[src/rtl/issue_dispatcher.sv]
// Issue-stage controller: holds one queue instruction while it is decoded and
// issues it to the RS or LSB once a ROB entry and a station slot are free.
`ifndef OPENUM_NOP
`define OPENUM_NOP 6'd0
`endif

module issue_dispatcher #(
   parameter int ROB_W = 4
) (
   input  logic              clk,
   input  logic              rst,
   input  logic              rdy,
   input  logic              rollback,
   input  logic              iq_valid,
   input  logic [31:0]       iq_inst,
   input  logic [31:0]       iq_pc,
   output logic              iq_pop,
   output logic [31:0]       dec_inst,
   input  logic [5:0]        dec_openum,
   input  logic [4:0]        dec_rd,
   input  logic [4:0]        dec_rs1,
   input  logic [4:0]        dec_rs2,
   input  logic [31:0]       dec_imm,
   input  logic              dec_is_store,
   input  logic              rob_full,
   input  logic              rs_full,
   input  logic              lsb_full,
   input  logic [ROB_W-1:0]  rob_free_tag,
   output logic              rob_alloc,
   input  logic              rf_rs1_busy,
   input  logic [ROB_W-1:0]  rf_rs1_tag,
   input  logic [31:0]       rf_rs1_val,
   input  logic              rf_rs2_busy,
   input  logic [ROB_W-1:0]  rf_rs2_tag,
   input  logic [31:0]       rf_rs2_val,
   output logic              rf_rename_en,
   output logic [4:0]        rf_rename_rd,
   output logic [ROB_W-1:0]  rf_rename_tag,
   output logic              iss_valid,
   output logic              iss_to_lsb,
   output logic [5:0]        iss_openum,
   output logic [4:0]        iss_rd,
   output logic [31:0]       iss_imm,
   output logic [31:0]       iss_pc,
   output logic [ROB_W-1:0]  iss_tag,
   output logic              iss_q1_valid,
   output logic [ROB_W-1:0]  iss_q1,
   output logic [31:0]       iss_v1,
   output logic              iss_q2_valid,
   output logic [ROB_W-1:0]  iss_q2,
   output logic [31:0]       iss_v2,
   output logic [15:0]       drop_cnt
);

   localparam int OPND_W = ROB_W + 33;

   typedef enum logic {EMPTY, HELD} state_t;

   state_t             state_p0, state_nx;
   logic [31:0]        inst_p0, pc_p0;
   logic [15:0]        drop_cnt_p0;

   logic               vld_p1, to_lsb_p1, q1_valid_p1, q2_valid_p1;
   logic [5:0]         openum_p1;
   logic [4:0]         rd_p1;
   logic [31:0]        imm_p1, pc_p1, v1_p1, v2_p1;
   logic [ROB_W-1:0]   tag_p1, q1_p1, q2_p1;

   logic [6:0]         opcode;
   logic               held, is_nop, to_lsb, tgt_full, fire, drop;
   logic               rs1_used, rs2_used;
   logic [OPND_W-1:0]  opnd1, opnd2;

   // Operand source: {q_valid, q, v}; unused or x0 operands carry nothing.
   function automatic logic [OPND_W-1:0] resolve_opnd(
      input logic             used,
      input logic [4:0]       idx,
      input logic             busy,
      input logic [ROB_W-1:0] tag,
      input logic [31:0]      val
   );
      logic [OPND_W-1:0] r;
      r = '0;
      if (used && idx != 5'd0) begin
         if (busy) r = {1'b1, tag, 32'd0};
         else      r = {1'b0, {ROB_W{1'b0}}, val};
      end
      return r;
   endfunction

   assign held     = (state_p0 == HELD);
   assign dec_inst = held ? inst_p0 : 32'd0;
   assign opcode   = dec_inst[6:0];
   assign is_nop   = (dec_openum == `OPENUM_NOP);
   assign to_lsb   = (opcode == 7'b0000011) || dec_is_store;
   assign tgt_full = to_lsb ? lsb_full : rs_full;
   assign rs1_used = !(opcode == 7'b0110111 || opcode == 7'b0010111 || opcode == 7'b1101111);
   assign rs2_used = (opcode == 7'b1100011) || (opcode == 7'b0100011) || (opcode == 7'b0110011);
   assign opnd1    = resolve_opnd(rs1_used, dec_rs1, rf_rs1_busy, rf_rs1_tag, rf_rs1_val);
   assign opnd2    = resolve_opnd(rs2_used, dec_rs2, rf_rs2_busy, rf_rs2_tag, rf_rs2_val);

   always_comb begin
      fire          = held && !rollback && rdy && !is_nop && !rob_full && !tgt_full;
      drop          = held && rdy && !rollback && is_nop;
      iq_pop        = rdy && !rollback && iq_valid && (!held || fire || drop);
      rob_alloc     = fire;
      rf_rename_en  = fire && (dec_rd != 5'd0);
      rf_rename_rd  = dec_rd;
      rf_rename_tag = rob_free_tag;
      state_nx      = state_p0;
      if (rollback)          state_nx = EMPTY;
      else if (!rdy)         state_nx = state_p0;
      else if (iq_pop)       state_nx = HELD;
      else if (fire || drop) state_nx = EMPTY;
   end

   // p0: held instruction and control state
   always_ff @(posedge clk or posedge rst) begin
      if (rst) begin
         state_p0    <= EMPTY;
         inst_p0     <= 32'd0;
         pc_p0       <= 32'd0;
         drop_cnt_p0 <= 16'd0;
      end else begin
         state_p0 <= state_nx;
         if (iq_pop) begin
            inst_p0 <= iq_inst;
            pc_p0   <= iq_pc;
         end
         if (drop && drop_cnt_p0 != 16'hFFFF)
            drop_cnt_p0 <= drop_cnt_p0 + 16'd1;
      end
   end

   // p1: registered issue packet
   always_ff @(posedge clk or posedge rst) begin
      if (rst) begin
         vld_p1      <= 1'b0;
         to_lsb_p1   <= 1'b0;
         openum_p1   <= '0;
         rd_p1       <= '0;
         imm_p1      <= '0;
         pc_p1       <= '0;
         tag_p1      <= '0;
         q1_valid_p1 <= 1'b0;
         q1_p1       <= '0;
         v1_p1       <= '0;
         q2_valid_p1 <= 1'b0;
         q2_p1       <= '0;
         v2_p1       <= '0;
      end else begin
         vld_p1 <= fire;
         if (fire) begin
            to_lsb_p1                          <= to_lsb;
            openum_p1                          <= dec_openum;
            rd_p1                              <= dec_rd;
            imm_p1                             <= dec_imm;
            pc_p1                              <= pc_p0;
            tag_p1                             <= rob_free_tag;
            {q1_valid_p1, q1_p1, v1_p1}        <= opnd1;
            {q2_valid_p1, q2_p1, v2_p1}        <= opnd2;
         end
      end
   end

   assign iss_valid    = vld_p1;
   assign iss_to_lsb   = to_lsb_p1;
   assign iss_openum   = openum_p1;
   assign iss_rd       = rd_p1;
   assign iss_imm      = imm_p1;
   assign iss_pc       = pc_p1;
   assign iss_tag      = tag_p1;
   assign iss_q1_valid = q1_valid_p1;
   assign iss_q1       = q1_p1;
   assign iss_v1       = v1_p1;
   assign iss_q2_valid = q2_valid_p1;
   assign iss_q2       = q2_p1;
   assign iss_v2       = v2_p1;
   assign drop_cnt     = drop_cnt_p0;

endmodule

[config.mk]
export PLATFORM = sky130hd
export DESIGN_NAME = issue_dispatcher
export DESIGN_NICKNAME = d
export VERILOG_FILES = /design/src/rtl/issue_dispatcher.sv
export SDC_FILE = /design/constraint.sdc
export NUM_CORES = 1
export LEC_CHECK = 0
export CAP_MARGIN = 20
export CORE_UTILIZATION = 32
export DETAILED_ROUTE_END_ITERATION = 10
export DONT_BUFFER_PORTS = 1
export PLACE_DENSITY = 0.46
export RECOVER_POWER = 50
export SLEW_MARGIN = 40
export SYNTH_ARGS = -nofsm -noshare
export SYNTH_HDL_FRONTEND = slang
export SYNTH_SLANG_ARGS = --single-unit
[constraint.sdc]
create_clock -name clk -period 8.5 [get_ports clk]
set_input_delay 1.7 -clock clk [delete_from_list [all_inputs] [get_ports clk]]
set_output_delay 1.7 -clock clk [all_outputs]
set_load 0.05 [all_outputs]
# Yosys cells after proc, flatten, opt, wreduce, memory -nomap -nowiden
# Index checks and enable logic that the tools add are counted.
[op_classes]
add_sub_neg = 1
n_eq_ne = 8
n_mux = 10
reduce_logical = 36
[op_table]
columns = ["operator", "n"]
rows = [
  ["37-bit two-way mux", 4],
  ["32-bit two-way mux", 1],
  ["7-bit by 6-bit equality test with 1-bit output, second input constant", 3],
  ["16-bit by 1-bit adder with 16-bit output, second input constant", 1],
  ["16-bit inequality test, second input constant", 1],
  ["1-bit logical AND", 15],
  ["5-bit nonzero test", 3],
  ["7-bit equality test, second input constant", 2],
  ["1-bit logical OR", 8],
  ["7-bit by 2-bit equality test with 1-bit output, second input constant", 1],
  ["7-bit by 5-bit equality test with 1-bit output, second input constant", 1],
  ["1-bit zero test", 6],
  ["6-bit zero test", 1],
  ["1-bit two-way mux", 5],
  ["3-bit nonzero test", 1],
  ["2-bit AND reduction", 1],
  ["2-bit nonzero test", 1],
]
[totals]
ff_bits = 236
in_bits = 204
out_inout_bits = 215
wordCells = 72

# Logic depth before layout (Yosys ltp)
[depth]
word_depth = 12
mapped_depth = 8
depth_no_buf = 6

# Worst setup path after synthesis
# Ideal clock, no wire load.
[synth_path]
kind = "input port to output port"
from = "input rollback"
to = "output rf_rename_en"
arrival_time_ns = 3.494
required_ns = 6.800
path_slack_ns = 3.306
stages = 6
path_buffers = 2
cell_sequence = "nand3b_1 -> a211oi_1 -> o211ai_2 -> buf_2 -> buf_1 -> a21oi_1"
[synth_between]
elab_chain_len = 7
[synth_lines]
columns = ["item", "line_no", "rtl"]
rows = [
  ["start: declaration", "13", "input logic rollback,"],
  ["1-bit zero test", "103", "fire = held && !rollback && rdy && !is_nop && !rob_full && !tgt_full;"],
  ["1-bit logical AND (5 in a row)", "103", ""],
  ["1-bit logical AND", "107", "rf_rename_en = fire && (dec_rd != 5'd0);"],
  ["end: declaration", "36", "output logic rf_rename_en,"],
]
# Every way passes these cells.

# Worst setup path after layout
[layout_path]
from = "input dec_openum[0]"
to = "output iq_pop"
[layout_between]
elab_chain_len = 8
word_cells_on_any_way = 9
cone_classes = "9 x reduce/logical"
[layout_lines]
columns = ["item", "line_no", "rtl"]
rows = [
  ["start: declaration", "19", "input logic [5:0] dec_openum,"],
  ["6-bit zero test (no line) *", "n/a", ""],
  ["1-bit zero test", "103", ""],
  ["1-bit logical AND (3 in a row)", "103", ""],
  ["1-bit logical OR", "105", "iq_pop = rdy && !rollback && iq_valid && (!held || fire || drop);"],
  ["1-bit logical OR *", "105", ""],
  ["1-bit logical AND *", "105", ""],
  ["end: declaration", "17", "output logic iq_pop,"],
]
# Mark *: on every way between the ends. The rest lies on a longest branch, timed or not.

==> results.yml <==
status:
  status: "finished with violations"
  violations: "max-capacitance violations, max-slew violations"
sta:
  drv_slew: 83
  hold_viol: 0
  fin_crit_ps: 5590
  layout_setup_ws_ps: 2910
  skew_ps: 9.53
  worstMarginPinSlew_ps: 3620
  final.period_utilization: 0.657
  setup_tns_ps: 0
  fmax_mhz: 179
  setup_viol: 0
  whs_ps: 482
  relSlewSlack: -1.43
  rsz0062_at_grt: "false"
pwr:
  ir_worst_vdd_v: 0.000156
  p_total_mw: 3.26
  p_leak_nw: 4.80
  power.density_nw_per_um2: 313
setup_path:
  r2r_cells: 7
  crit_required_ps: 6800
  r2r_slack_ps: 4500
  crit_fanout: 56
  setup.worst_path.start_class: "input pin"
  crit_arrival_ps: 3890
  r2r_end: "inst_p0[11]"
  r2r_start: "held"
  endpoint_kind: "output pin"
  critPathKind: "in2out"
route:
  postRouteAntennaNets: 0
  drc: 0
  firstDrtPassIters: 5
  vias: 5199
  routed_via_density: 5.13
  post_drt_wl_per_cell_um: 23.0
  wl_mm: 23.3
  drtIter0Drc: 206
die:
  core_area_um2: 28100
  die_width_um: 172
  die_area_um2: 29500
  die_height_um: 172
  ios: 419
  initial_core_util: 0.328
  rows: 61
finish:
  n_fill_cell: 2662
  layout_common_cells: "dfrtp_1, mux2_2, a22o_1, mux2_1, and2_1"
  mostFrequentLayoutCell: "dfrtp_1"
  area_delta_synth_final_pct: 12.6
  register_area_um2: 5910
  final_area_um2: 10400
  multiInputGateArea_um2: 3040
  fin_util: 0.370
  fin_cells: 1014
  nets: 820
  layout-drive-gt1-share: 0.250
synthesis:
  synth_ff_type: "dfrtp_1"
  synthDistinctLibCells: 38
  synth-seq-cells: 236
  ys_warn_count: 0
  syn_inst: 626
  synth_nets: 831
  synthArstFlopShare: 1.00
  synth_edf_count: 0
  ys_seq_area_frac: 0.640
  syn_area_um2: 9230
  syn_avg_cell_area_um2: 14.7
clocking:
  cts_resized: 0
  postCtsHoldBufs: 0
  path_clk_slew_ps: 60
  root_buffer: "clkbuf_16"
  cts_buffers: 26
  clock_path_buffers: 3
  cts_htree_levels: 1
  cts_setup_buffers: 0
  cts.sinks: 236
  insertion_delay_ps: 520
  cts_tree: "yes"
min_path:
  holdCritStartpoint: "pc_p0[8]"
  hold_end: "pc_p0[8]"
  whs_path_depth: 1
  hp-class: "reg2reg"
place:
  placed_cell_area_um2: 9550
  place_ws_ps: 3020
  port_buffers: 0
  place.gp.congestion: 0.763
  place_inst: 965
  dp_hpwl_mm: 16.7
global_route:
  antenna_found_initial: 7
  grt_pass1_wl_mm: 32.5
  grt_pass1_vias: 5340
  gr-total-overflow: 0
  grt_max_degree: 100
  track_usage: 0.147
job:
  drv_cap: 1
-- worst max-delay path by stage --
stage	from	to	cells past startpoint
3_5_place_dp	rollback	iq_pop	5
5_1_grt	dec_openum[0]	iq_pop	5
6_report	dec_openum[0]	iq_pop	5
2_1_floorplan	rst	drop_cnt[0]	1
4_1_cts	rollback	iq_pop	5
3_3_place_gp	rollback	iq_pop	5
-- per-layer routing --
metal,up-vias,share of wire,global-route usage
met4,6,0.033,0.0554
li1,2230,-,-
met1,2646,0.35,0.153
met5,-,0.0021,0
met2,271,0.52,0.267
met3,46,0.099,0.0559
-- area by class of cell --
cell class | instances | area share
Sequential cell | 236 | 0.569
Clock buffer | 39 | 0.0761
Tap cell | 378 | 0.0455
Antenna cell | 4 | 0.000964
Timing Repair Buffer | 7 | 0.00723
Multi-Input combinational cell | 334 | 0.292
Inverter | 10 | 0.00373
Clock inverter | 6 | 0.00554
-- synth_stat cells (all sizes together) (6+ instances only) --
master,number,area share
a22o,69,0.066
and2,34,0.023
buf,35,0.024
clkbuf,11,0.0045
dfrtp,236,0.64
inv,10,0.0041
mux2,144,0.18
nand2,7,0.0028
nand3,9,0.0049
nor2,10,0.0041
nor3,11,0.0065
nor4,6,0.0054
xor2,11,0.010
-- state kept, by name, summed over array words and instances, names as in the netlist, 4 cells and up --
| name | count |
|---|---|
| inst_p0 | 32 |
| iss_q2 | 4 |
| iss_tag | 4 |
| iss_v1 | 32 |
| iss_q1 | 4 |
| iss_v2 | 32 |
| drop_cnt | 16 |
| iss_imm | 32 |
| iss_rd | 5 |
| pc_p0 | 32 |
| iss_pc | 32 |
| iss_openum | 6 |
-- power breakdown --
part	leakage [nW]	total, mW	switching, mW	internal (mW)
Clock	0.419	1.10	0.433	0.667
Sequential	3.06	1.88	0.576	1.31
Combinational	1.32	0.274	0.132	0.142
Total	4.80	3.26	1.14	2.11
-- cells by family (layout without fill, tap and decap cells) --
kind of cell / after synthesis / count (layout) / share of synthesized area
DFF: 236 / 236 / 0.640
adders and majority gates: 1 / 1 / 0.00136
xor gates and xnor gates: 15 / 15 / 0.0142
and+or+nand+nor: 88 / 88 / 0.0556
buffers and inverters: 56 / 62 / 0.0324
AOI/OAI and AO/OA: 86 / 86 / 0.0804
muxes: 144 / 144 / 0.176
other: 0 / 4 / 0
-- worst max-delay path: stages --
cell      delay, ps
nor4_1          450
a211oi_1        190
o211ai_1        400
buf_4           730
a31oi_4         390
No activity file was read; power rests on OpenSTA's default activity.
